[config.mk]
export PLATFORM = sky130hd
export DESIGN_NAME = mash_ddsm
export DESIGN_NICKNAME = d
export VERILOG_FILES = /design/src/rtl/mash_pkg.sv /design/src/rtl/mash_acc_stage.sv /design/src/rtl/mash_ddsm.sv
export SDC_FILE = /design/constraint.sdc
export NUM_CORES = 1
export LEC_CHECK = 0
export ABC_AREA = 0
export CAP_MARGIN = 20
export CORE_MARGIN = 2
export CORE_UTILIZATION = 50
export CTS_BUF_LIST = sky130_fd_sc_hd__clkbuf_4 sky130_fd_sc_hd__clkbuf_8
export DETAILED_ROUTE_END_ITERATION = 7
export GPL_ROUTABILITY_DRIVEN = 0
export PLACE_DENSITY = 0.69
export SETUP_SLACK_MARGIN = 0.5
export SLEW_MARGIN = 30
export SYNTH_ARGS = -nofsm -noshare
export SYNTH_HDL_FRONTEND = slang
export SYNTH_SLANG_ARGS = --single-unit
export TNS_END_PERCENT = 50
[constraint.sdc]
create_clock -name i_clk -period 2.41 [get_ports i_clk]
set_input_delay 0.482 -clock i_clk [delete_from_list [all_inputs] [get_ports i_clk]]
set_output_delay 0.482 -clock i_clk [all_outputs]
set_load 0.1 [all_outputs]
[src/rtl/mash_pkg.sv]
// mash_pkg: shared constants and elaboration helpers for the MASH delta-sigma modulator
package mash_pkg;
  localparam int LFSR_W = 15;
  localparam int LFSR_TAP_HI = 14;
  localparam int LFSR_TAP_LO = 13;
  localparam logic [LFSR_W-1:0] LFSR_SEED = 15'h0001;

  function automatic int min_out_width(input int order);
    return order == 3 ? 4 : order == 2 ? 3 : 2;
  endfunction

  function automatic bit order_ok(input int order);
    return (order >= 1) && (order <= 3);
  endfunction
endpackage

[src/rtl/mash_acc_stage.sv]
// mash_acc_stage: registered wrap-around accumulator with carry-out and clock enable
module mash_acc_stage
  import mash_pkg::*;
#(
  parameter int P_WIDTH = 6
) (
  input  logic               i_clk,
  input  logic               i_rst,
  input  logic               i_en,
  input  logic [P_WIDTH-1:0] i_add,
  input  logic               i_cin,
  output logic [P_WIDTH-1:0] o_acc,
  output logic               o_carry
);
  // one extra sum bit captures the overflow that becomes the stage carry
  always_ff @(posedge i_clk or posedge i_rst)
    if (i_rst) {o_carry, o_acc} <= '0;
    else if (i_en) {o_carry, o_acc} <= {1'b0, o_acc} + {1'b0, i_add} + {{P_WIDTH{1'b0}}, i_cin};
endmodule

[src/rtl/mash_ddsm.sv]
// mash_ddsm: pipelined MASH 1-1-1 delta-sigma modulator with dither, enable and valid flag
module mash_ddsm
  import mash_pkg::*;
#(
  parameter int P_DATA_WIDTH = 6,
  parameter int P_ORDER      = 3,
  parameter int P_OUT_WIDTH  = 4
) (
  input  logic                          i_clk,
  input  logic                          i_rst,
  input  logic                          i_en,
  input  logic [P_DATA_WIDTH-1:0]       i_frac,
  input  logic                          i_dither_en,
  output logic signed [P_OUT_WIDTH-1:0] o_data,
  output logic                          o_valid
);
  localparam int L = P_ORDER + 1;

  if (!order_ok(P_ORDER)) begin : g_bad_order
    $error("mash_ddsm: P_ORDER must be 1, 2 or 3");
  end
  if (P_OUT_WIDTH < min_out_width(P_ORDER)) begin : g_bad_width
    $error("mash_ddsm: P_OUT_WIDTH too small for P_ORDER");
  end

  logic [P_ORDER:0][P_DATA_WIDTH-1:0] chain;
  logic [P_ORDER-1:0]                 c;
  logic [2:0]                         a;
  logic                               a2p, a3p, a3pp;
  logic [LFSR_W-1:0]                  lfsr;
  logic [2:0]                         cnt;
  logic signed [P_OUT_WIDTH-1:0]      y;
  logic                               unused_acc;

  assign chain[0]   = i_frac;
  assign unused_acc = ^chain[P_ORDER];

  genvar g;
  for (g = 0; g < 3; g++) begin : g_stage
    if (g < P_ORDER) begin : g_on
      localparam int D = P_ORDER - 1 - g;
      mash_acc_stage #(.P_WIDTH(P_DATA_WIDTH)) u_stage (
        .i_clk  (i_clk),
        .i_rst  (i_rst),
        .i_en   (i_en),
        .i_add  (chain[g]),
        .i_cin  (g == 0 ? (i_dither_en & lfsr[0]) : 1'b0),
        .o_acc  (chain[g+1]),
        .o_carry(c[g])
      );
      if (D == 0) begin : g_nodly
        assign a[g] = c[g];
      end else begin : g_dly
        logic [D-1:0] dl;
        // earlier stages run ahead of later ones, so their carries wait to line up
        always_ff @(posedge i_clk or posedge i_rst)
          if (i_rst) dl <= '0;
          else if (i_en) dl <= D'({dl, c[g]});
        assign a[g] = dl[D-1];
      end
    end else begin : g_off
      assign a[g] = 1'b0;
    end
  end

  function automatic logic signed [P_OUT_WIDTH-1:0] ext(input logic b);
    return {{(P_OUT_WIDTH-1){1'b0}}, b};
  endfunction

  // noise-cancellation network over the aligned carries and their history
  always_comb y = ext(a[0]) + ext(a[1]) - ext(a2p) + ext(a[2]) - (ext(a3p) <<< 1) + ext(a3pp);

  // LFSR, carry history, fill counter and output advance together on enabled edges
  always_ff @(posedge i_clk or posedge i_rst)
    if (i_rst) begin
      lfsr    <= LFSR_SEED;
      a2p     <= 1'b0;
      a3p     <= 1'b0;
      a3pp    <= 1'b0;
      cnt     <= '0;
      o_valid <= 1'b0;
      o_data  <= '0;
    end else if (i_en) begin
      lfsr   <= {lfsr[LFSR_W-2:0], lfsr[LFSR_TAP_HI] ^ lfsr[LFSR_TAP_LO]};
      a2p    <= a[1];
      a3p    <= a[2];
      a3pp   <= a3p;
      o_data <= y;
      if (!o_valid) begin
        cnt     <= cnt + 3'd1;
        o_valid <= (cnt == 3'(L - 1));
      end
    end
endmodule

# Word level (Yosys, flattened, before mapping)
# Index checks and enable logic that the tools add are counted.
# W data, S select, Z words.
# totals
word_cells	31
latchBits	0
output_inout_bits	5
memories	0
ramBits	0
romBits	0
reg_bits	50
# classes
addsub	10
n_bitwise	3
div	0
n_shift	0
n_reduce_logical	1
n_mul	0
magnitude_cmp	0
mux	1
n_eq_ne	1
# ops
op	count
$add A6 B6 Y7	3
$add A7 B1 Y7	1
$add A3 B2 Y4	1
$add A4 B2 Y4	1
$sub A4 B3 Y4	1
$add A3 B1 Y3 const B	1
$eq A3 B2 Y1 const B	1
$sub A2 B1 Y3	1
$add A1 B1 Y2	1
$reduce_and A2 Y1	1
$and A1 B1 Y1	1
$mux W1	1
$not A1 Y1	1
$xor A1 B1 Y1	1

# Logic depth before layout (Yosys ltp)
# Gate-level depths: netlist of the first run.
# depth
depth_word	5
mapped_depth	12
depth_no_buf	12

# By module
# A second synthesis of the first run with hierarchy kept.
# unflattened
cells_unflattened	233
area_unflattened_um2	2851.5
# modules_own_cells
module	instances	cells_each	area_per_inst_um2	seq_area_each_um2
mash_ddsm	1	98	1371.3	726.9
mash_acc_stage (g_stage[0].g_on.u_stage ...)	2	45	495.5	175.2
mash_acc_stage (g_stage[2].g_on.u_stage)	1	45	489.2	175.2

# Worst setup path after synthesis of the first run
# OpenSTA, ideal clock, no wires.
# synth_timing
path_kind	reg2reg
startpoint	register a2p
endpoint	register o_data[2]
t_arrival_ns	1.969
setup_time_ns	0.125
stages_incl_launch_ff	11
setup_slack_ns	0.315
path_buffers	0
cell_sequence	dfrtp_1 -> ha_1 -> inv_1 -> ha_1 -> inv_1 -> ha_1 -> inv_1 -> ha_1 -> ha_1 -> xnor2_1 -> mux2_2
# synth_via
elab_chain_len	4
# synth_lines
element	line	text
from (decl)	mash_ddsm.sv:29	logic a2p, a3p, a3pp;
from (signal assigned)	mash_ddsm.sv:85	a2p <= a[1];
$sub A2 B1 Y3	mash_ddsm.sv:71	always_comb y = ext(a[0]) + ext(a[1]) - ext(a2p) + ext(a[2]) - (ext(a3p) <<< 1) + ext(a3pp);
$add A3 B2 Y4	mash_ddsm.sv:71	
$sub A4 B3 Y4	mash_ddsm.sv:71	
$add A4 B2 Y4	mash_ddsm.sv:71	
to (signal assigned)	mash_ddsm.sv:88	o_data <= y;
to (decl)	mash_ddsm.sv:14	output logic signed [P_OUT_WIDTH-1:0] o_data,
# Every way passes these cells.
# A chain may end at the register's enable or synchronous reset.

# Worst setup path after layout of the first run
# Same ends and word-level chain as after synthesis.

==> flow_summary_export.csv, run 1 <==
group,metric,value,unit
outcome,outcome,"complete, no violations",
logic_synthesis,synth-edff-count,0,
logic_synthesis,synth_nets,265,
global_route,grt_use_total,14.9,%
final_layout,utilization,60.9,%
logic_synthesis,synth-seq-area-share,46.9,%
sta,drv_slew,0,
global_route,overflow,0,
sta,setup_viol,0,
sta,finalHoldViolCount,0,
setup_path,startpoint,"a2p",
hold_path,hold_class,"flip-flop to flip-flop",
final_layout,layout.nets,284,
global_route,first_global_vias,1654,
sta,fin_crit,2.08,ns
sta,period_share,86.4,%
final_layout,regArea,0.00125,mm²
logic_synthesis,ys_types,28,
setup_path,worstReg2RegStart,"a2p",
route,routed_via_density,5.14,
logic_synthesis,synth_flop_cell,"dfrtp_1",
setup_path,end_kind,"flip-flop",
route,highest_layer,"met4",
placed_design,dpl.hpwl,2870,µm
clock_network,cts_buffers,5,
setup_path,worst-setup-path-type,"flip-flop to flip-flop",
clock_network,ctsLongestPathBuffers,2,
route,routed_wl,4080,µm
clock_network,root_buffer,"clkbuf_8",
sta,max_slew_margin,80.5,%
setup_path,start_kind,"flip-flop",
placed_design,place_inst,303,
die,die_x,77.1,µm
sta,max_freq,480,MHz
clock_network,htreeDepth,2,
logic_synthesis,synth_warnings,0,
die,chipHeight,77.1,µm
final_layout,area_growth,17.2,%
logic_synthesis,synth_seq_cells,50,
die,rows,26,
setup_path,crit_fanout,2,
die,initial_core_util,52.0,%
die,dieArea,0.00594,mm²
final_layout,num-fill-cells,447,
global_route,grt_pass1_wl,7160,µm
clock_network,cts_tree,"yes",
route,dr.first_iter.drc_count,44,
final_layout,multi_input_area,0.00140,mm²
route,met2_length,2020,µm
clock_network,cts_sinks,50,
setup_path,reg2regPathDepth,9,
die,io_pins,15,
route,route.layer.met1.wl,1900,µm
global_route,antenna_found_initial,0,
setup_path,required,2.60,ns
route,post_drt_wl_per_cell,13.0,µm
route,ant_nets,0,
sta,finalClockSkew,0.00679,ns
route,drc_errors,0,
final_layout,final_cells,314,
sta,rsz0062_at_grt,"true",
setup_path,r2r_setup_slack,0.33,ns
sta,worstMarginPinSlew,0.292,ns
route,num_vias,1615,
job,cap_viol_max_count,0,
setup_path,crit_arrival,2.27,ns
logic_synthesis,syn_avg_cell_area,11.9,µm²
route,met3_length,94,µm
setup_path,reg2reg_to,"o_data[2]",
logic_synthesis,async_flop_share,100,%
die,core,0.00514,mm²
final_layout,final_common_cell,"dfrtp_1",
logic_synthesis,syn_inst,224,
clock_network,clkSlewWorstSetupHoldPaths,0.09,ns
global_route,grt_max_degree,62,
setup_path,crit_path_end,"o_data[2]",
final_layout,antenna_cells,0,
final_layout,drive_gt1_share,29.1,%
hold_path,min_path_cells,1,
clock_network,insertion_delay,0.30,ns
sta,tns,0,ns
logic_synthesis,netlist_area,0.00267,mm²
route,first_pass_iters,4,
placed_design,io_buffers,14,
final_layout,final_cell_mix,"dfrtp_1 (49), mux2_2 (32), ha_1 (20), inv_1 (14), a21oi_1 (12)",
clock_network,ctsHoldBuffers,0,
## how the worst min path moves through the flow
stage | start | to | slack [ns]
4_1_cts | o_valid | o_valid | 0.49
3_5_place_dp | o_valid | o_valid | 0.47
3_3_place_gp | cnt[2] | cnt[2] | 0.46
6_report | o_valid | o_valid | 0.49
5_1_grt | lfsr[10] | lfsr[10] | 0.52
2_1_floorplan | cnt[2] | cnt[2] | 0.45
## final cells by class
type	count	share of cell area (%)
timing repair buffer	19	5.84
multi-input combinational	147	44.6
tap	70	2.80
clock inverter	3	2.20
clock buffer	5	2.20
inverter	20	2.40
sequential	50	40.0
## state kept, by name (all words and copies together) (netlist names)
name / flops
cnt: 3
o_valid: 1
g_stage.g_on.u_stage.o_acc: 18
lfsr: 15
a3p: 1
a2p: 1
o_data: 4
g_stage.g_on.u_stage.o_carry: 3
a3pp: 1
g_stage.g_on.g_dly.dl: 3
## kinds of logic after synthesis
group,synth area share (%)
AO/OA/AOI/OAI,10.4
buffers and inverters,4.07
flip-flops,46.9
XOR/XNOR,3.93
multiplexers,14.8
adder cells (fa/ha/maj),16.2
AND/OR/NAND/NOR,3.61
## repair_timing
action / CTS / global route
setup endpoints to repair: 6 / 6
setup buffers: 2 / 1
hold endpoints to repair: 0 / 0
pin swaps: 10 / 3
resized for setup: 6 / 8
cloned: 0 / 0
## cells in the mapped netlist, types with 2 or more instances
cell type / number / area, µm²
a211oi_1: 3 / 22.5
a21oi_1: 14 / 70.1
xor2_1: 3 / 26.3
xnor2_1: 9 / 78.8
dfrtp_1: 49 / 1230
mux2_2: 33 / 372
o211ai_1: 3 / 22.5
nor2_1: 10 / 37.5
a31oi_1: 3 / 18.8
ha_1: 25 / 313
o21a_1: 2 / 15.0
inv_1: 20 / 75.1
nand2_1: 7 / 26.3
nor2b_1: 2 / 12.5
o21ai_0: 13 / 65.1
o31a_1: 2 / 17.5
o21ai_1: 2 / 10.0
buf_2: 6 / 30.0
a21o_1: 4 / 30.0
fa_1: 6 / 120
## through the flow
stage,hold slack [ns],setup slack (ns),instance area (µm²)
finish,0.490,0.328,3130
global route,0.521,0.251,3130
CTS,0.495,0.284,3080
detailed placement,0.469,0.00212,2920
global placement,0.464,0.0198,2920
floorplan,0.450,0.342,2700
## routing by layer
metal  global-route usage [%]  vias up
met4                     5.18        0
met1                     17.4      787
met3                     3.88        7
met2                     26.5       13
li1                         -      808
met5                        0        -
## worst max-delay path, stage by stage, from the launching register on
cell	delay [ns]
dfrtp_1	0.42
ha_4	0.25
inv_2	0.06
ha_4	0.12
inv_2	0.04
fa_1	0.53
inv_2	0.05
ha_4	0.15
xnor2_1	0.11
mux2_4	0.25
Power of run 1 is left out: the tool's default activity adds up to more than one toggle a clock period on the data nets, which glitch-free logic cannot reach.
==> inputs of run 2 (changes only) <==
--- a/config.mk
+++ b/config.mk
@@ -7,11 +7,12 @@
 export LEC_CHECK = 0
 export ABC_AREA = 0
 export CAP_MARGIN = 20
-export CORE_MARGIN = 2
+export CORE_MARGIN = 1
 export CORE_UTILIZATION = 50
 export CTS_BUF_LIST = sky130_fd_sc_hd__clkbuf_4 sky130_fd_sc_hd__clkbuf_8
 export DETAILED_ROUTE_END_ITERATION = 7
 export GPL_ROUTABILITY_DRIVEN = 0
+export MAX_ROUTING_LAYER = met4
 export PLACE_DENSITY = 0.69
 export SETUP_SLACK_MARGIN = 0.5
 export SLEW_MARGIN = 30
==> flow_summary_export.csv, run 2 (synthesis results as in run 1) <==
group,metric,value,unit
sta,finalClockSkew,0.0105,ns
die,io_pins,15,
final_layout,drive_gt1_share,34.1,%
sta,finalHoldViolCount,0,
die,chipHeight,75.1,µm
sta,rsz0062_at_grt,"true",
clock_network,root_buffer,"clkbuf_8",
final_layout,num-fill-cells,419,
global_route,grt_max_degree,25,
setup_path,reg2regPathDepth,10,
route,routed_wl,4510,µm
sta,fin_crit,2.14,ns
route,num_vias,1708,
power_and_ir_drop,leakage,1.43,nW
sta,setup_ws,0.273,ns
setup_path,worstReg2RegStart,"g_stage[1].g_on.g_dly.dl",
setup_path,required,2.61,ns
placed_design,dpl.hpwl,3110,µm
global_route,overflow,0,
sta,max_freq,468,MHz
clock_network,cts_buffers,5,
clock_network,htreeDepth,2,
setup_path,reg2reg_to,"o_data[2]",
placed_design,post-place-ws,-0.00549,ns
final_layout,antenna_cells,0,
setup_path,r2r_setup_slack,0.27,ns
sta,period_share,88.7,%
final_layout,final_cell_mix,"dfrtp_1 (49), mux2_2 (33), buf_4 (26), ha_1 (20), inv_1 (15)",
hold_path,hold_class,"primary input to async pin",
power_and_ir_drop,power,0.00508,W
final_layout,layout.nets,301,
final_layout,largest_reg_flops,18,
placed_design,placed_cell_area,0.00293,mm²
route,dr.first_iter.drc_count,59,
final_layout,final_common_cell,"dfrtp_1",
route,drc_errors,0,
sta,drv_slew,0,
clock_network,ctsLongestPathBuffers,2,
placed_design,io_buffers,14,
sta,max_slew_margin,69.7,%
final_layout,area_growth,20.3,%
global_route,grt_use_total,18.9,%
sta,setup_viol,0,
die,die_x,75.1,µm
clock_network,clkSlewWorstSetupHoldPaths,0.10,ns
die,dieArea,0.00564,mm²
die,rows,26,
setup_path,start_kind,"flip-flop",
global_route,first_global_vias,1669,
outcome,outcome,"complete, no violations",
die,core,0.00514,mm²
global_route,antenna_found_initial,0,
setup_path,crit_fanout,2,
job,cap_viol_max_count,0,
clock_network,cts_tree,"yes",
route,post_drt_wl_per_cell,13.6,µm
global_route,grt_pass1_wl,7600,µm
power_and_ir_drop,vdd_drop_max,0.825,mV
route,ant_nets,0,
final_layout,stdcell_area,0.00321,mm²
route,first_pass_iters,4,
clock_network,insertion_delay,0.31,ns
setup_path,startpoint,"g_stage[1].g_on.g_dly.dl",
setup_path,crit_arrival,2.33,ns
power_and_ir_drop,powerDensity,1580,mW/mm²
clock_network,cts_sinks,50,
die,initial_core_util,52.0,%
sta,worstMarginPinSlew,0.454,ns
sta,whs,0.488,ns
route,routed_via_density,5.16,
setup_path,worst-setup-path-type,"flip-flop to flip-flop",
setup_path,end_kind,"flip-flop",
run 2: per-stage QoR:
stage	setup TNS, ns	cells	utilization, %
floorplan	0	224	-
global placement	0	306	57.0
detailed placement	-0.00549	306	57.0
CTS	0	328	61.1
global route	0	331	62.5
finish	0	331	62.5
run 2: final cells by class:
cell class	count	area, µm²	share of cell area (%)
Clock buffer	5	68.8	2.14
Clock inverter	3	26.3	0.818
Inverter	20	77.6	2.41
Multi-Input combinational cell	147	1400	43.7
Sequential cell	50	1250	39.0
Tap cell	70	87.6	2.73
Timing Repair Buffer	36	298	9.27
run 2: how the worst max path moves through the flow:
stage          slack [ns]                               to  depth (start not counted)
3_5_place_dp       -0.005  g_stage[0].g_on.u_stage.o_carry                          8
4_1_cts              0.26                        o_data[2]                         10
3_3_place_gp         0.04  g_stage[0].g_on.u_stage.o_carry                          8
2_1_floorplan        0.34                        o_data[2]                         10
6_report             0.27                        o_data[2]                         10
5_1_grt              0.19                        o_data[2]                         10
run 2: metal layers:
layer  part of all wire [%]  vias to the layer above  wire length [µm]  GRT usage (%)
met2                     49                       21              2230           30.0
met3                    2.1                        9                95           3.61
met1                     46                      832              2080           23.9
li1                       -                      846                 -              -
met5                      0                        -                 0              -
met4                    2.4                        0               106           7.34
run 2: critical path, cell delays in order, from the launching register on:
cell	delay (ns)
dfrtp_1	0.41
inv_2	0.09
ha_4	0.21
inv_4	0.05
ha_4	0.12
inv_2	0.04
fa_1	0.53
inv_2	0.05
ha_4	0.15
xnor2_2	0.12
mux2_2	0.26
run 2: report_power, final:
part,internal [W],switching (W),total (W)
Clock,0.000214,0.000297,0.000511
Sequential,0.00128,0.000294,0.00157
Combinational,0.00156,0.00144,0.00300
Total,0.00305,0.00203,0.00508
run 2: what timing repair did:
| action | 4_1_cts | 5_1_grt |
|---|---|---|
| gates resized for setup | 5 | 11 |
| hold buffers | 0 | 0 |
| cloned | 0 | 0 |
| endpoints found under the setup margin | 6 | 9 |
| pin swaps | 10 | 2 |
| setup buffers | 14 | 3 |
Note: power is estimated with default switching activity, not from simulation.
==> inputs of run 3 (changes only) <==
==> constraint.sdc (replaced) <==
create_clock -name i_clk -period 2.4 [get_ports i_clk]
set_input_delay 0.48 -clock i_clk [delete_from_list [all_inputs] [get_ports i_clk]]
set_output_delay 0.48 -clock i_clk [all_outputs]
set_load 0.1 [all_outputs]
==> flow_summary_export.csv, run 3 (synthesis results as in run 1) <==
group,metric,value,unit
sta,setup_viol,0,
setup_path,max_stage_delay,0.53,ns
sta,max_freq,468,MHz
route,drc_errors,0,
setup_path,cp_num_buf_inv,4,
setup_path,required,2.60,ns
setup_path,r2r_setup_slack,0.26,ns
setup_path,crit_arrival,2.34,ns
clock_network,cts_sinks,50,
clock_network,ctsLongestPathBuffers,2,
setup_path,crit_family,"adder cells",
outcome,outcome,"complete, no violations",
final_layout,area_growth,16.3,%
sta,max_slew_margin,69.9,%
global_route,antenna_found_initial,0,
setup_path,cp_common_cell,"inv_2",
setup_path,worst-setup-path-type,"flip-flop to flip-flop",
global_route,overflow,0,
placed_design,post-place-ws,-0.0178,ns
sta,period_share,89.0,%
setup_path,cp_cell_sequence,"inv_2 -> ha_4 -> inv_2 -> ha_4 -> inv_2 -> fa_1 -> inv_2 -> ha_4 -> xnor2_2 -> mux2_4",
clock_network,insertion_delay,0.31,ns
setup_path,start_kind,"flip-flop",
final_layout,largest_reg_flops,18,
route,num_vias,1633,
final_layout,final_cell_mix,"dfrtp_1 (48), mux2_2 (32), ha_1 (19), inv_1 (15), a21oi_1 (12)",
route,routed_wl,4200,µm
clock_network,root_buffer,"clkbuf_8",
setup_path,crit_cells,10,
placed_design,io_buffers,14,
sta,drv_slew,0,
final_layout,final_common_cell,"dfrtp_1",
die,io_pins,15,
setup_path,reg2regPathDepth,10,
die,rows,26,
setup_path,worstReg2RegStart,"g_stage[1].g_on.g_dly.dl",
setup_path,end_kind,"flip-flop",
global_route,first_global_vias,1619,
die,dieArea,0.00564,mm²
job,cap_viol_max_count,0,
sta,rsz0062_at_grt,"true",
global_route,grt_max_degree,25,
setup_path,crit_fanout,2,
setup_path,startpoint,"g_stage[1].g_on.g_dly.dl",
die,chipHeight,75.1,µm
clock_network,clkSlewWorstSetupHoldPaths,0.10,ns
final_layout,layout.nets,286,
sta,fin_crit,2.14,ns
hold_path,hold_class,"primary input to async pin",
die,core,0.00514,mm²
route,routed_via_density,5.17,
setup_path,reg2reg_to,"o_data[2]",
setup_path,slowest_stage,"fa_1",
clock_network,cts_tree,"yes",
sta,worstMarginPinSlew,0.451,ns
route,dr.first_iter.drc_count,55,
sta,finalClockSkew,0.0130,ns
global_route,grt_pass1_wl,7280,µm
die,initial_core_util,52.0,%
sta,finalHoldViolCount,0,
global_route,grt_use_total,18.2,%
route,first_pass_iters,6,
placed_design,dpl.hpwl,3140,µm
route,post_drt_wl_per_cell,13.3,µm
clock_network,ctsHoldBuffers,0,
die,die_x,75.1,µm
sta,setup_ws,0.264,ns
final_layout,drive_gt1_share,31.3,%
clock_network,htreeDepth,2,
clock_network,cts_buffers,5,
final_layout,antenna_cells,0,
route,ant_nets,0,
setup_path,crit_path_end,"o_data[2]",
==> run 3: cell types whose count changed in the layout (fill, tap and decap cells not counted), sizes merged <==
cell  change
buf      -15
==> run 3: area by class of cell <==
type / count / area [µm²]
clock buffers: 5 / 68.8
clock inverters: 3 / 26.3
fillers: 438 / 2030
inverters: 20 / 75.1
multi-input cells: 147 / 1410
flip-flops and latches: 50 / 1250
well taps: 70 / 87.6
repair buffers: 21 / 185
==> run 3: routing by layer <==
layer  vias to the layer above  global-route usage [%]  wire, µm
met5                         -                       -         0
met4                         0                    6.29        63
met3                         5                    4.42       112
met2                        17                    29.7      2070
met1                       789                    22.1      1960
li1                        822                       -         -
==> run 3: how the worst min path moves through the flow <==
stage | from | endpoint | slack (ns) | depth (start not counted)
4_1_cts | i_rst | g_stage[0].g_on.g_dly.dl[1] | 0.49 | 2
3_3_place_gp | cnt[2] | cnt[2] | 0.47 | 2
5_1_grt | i_rst | cnt[0] | 0.52 | 2
2_1_floorplan | cnt[2] | cnt[2] | 0.45 | 2
6_report | i_rst | cnt[0] | 0.48 | 2
3_5_place_dp | o_valid | o_valid | 0.47 | 1
==> run 3: what timing repair did <==
item / CTS / global route
resized for setup: 5 / 13
setup buffers: 1 / 1
pin swaps: 10 / 2
hold endpoints to repair: 0 / 0
setup endpoints to repair: 6 / 8
==> run 3: stage by stage <==
stage / util [%] / area [µm²] / setup TNS [ns] / std cells / hold slack, ns
floorplan: - / 2700 / 0 / 224 / 0.450
global placement: 57.0 / 2930 / 0 / 306 / 0.467
detailed placement: 57.0 / 2930 / -0.0178 / 306 / 0.472
CTS: 59.2 / 3040 / 0 / 315 / 0.490
global route: 60.4 / 3110 / 0 / 316 / 0.518
finish: 60.4 / 3110 / 0 / 316 / 0.480
Power of run 3 is left out for the same reason.
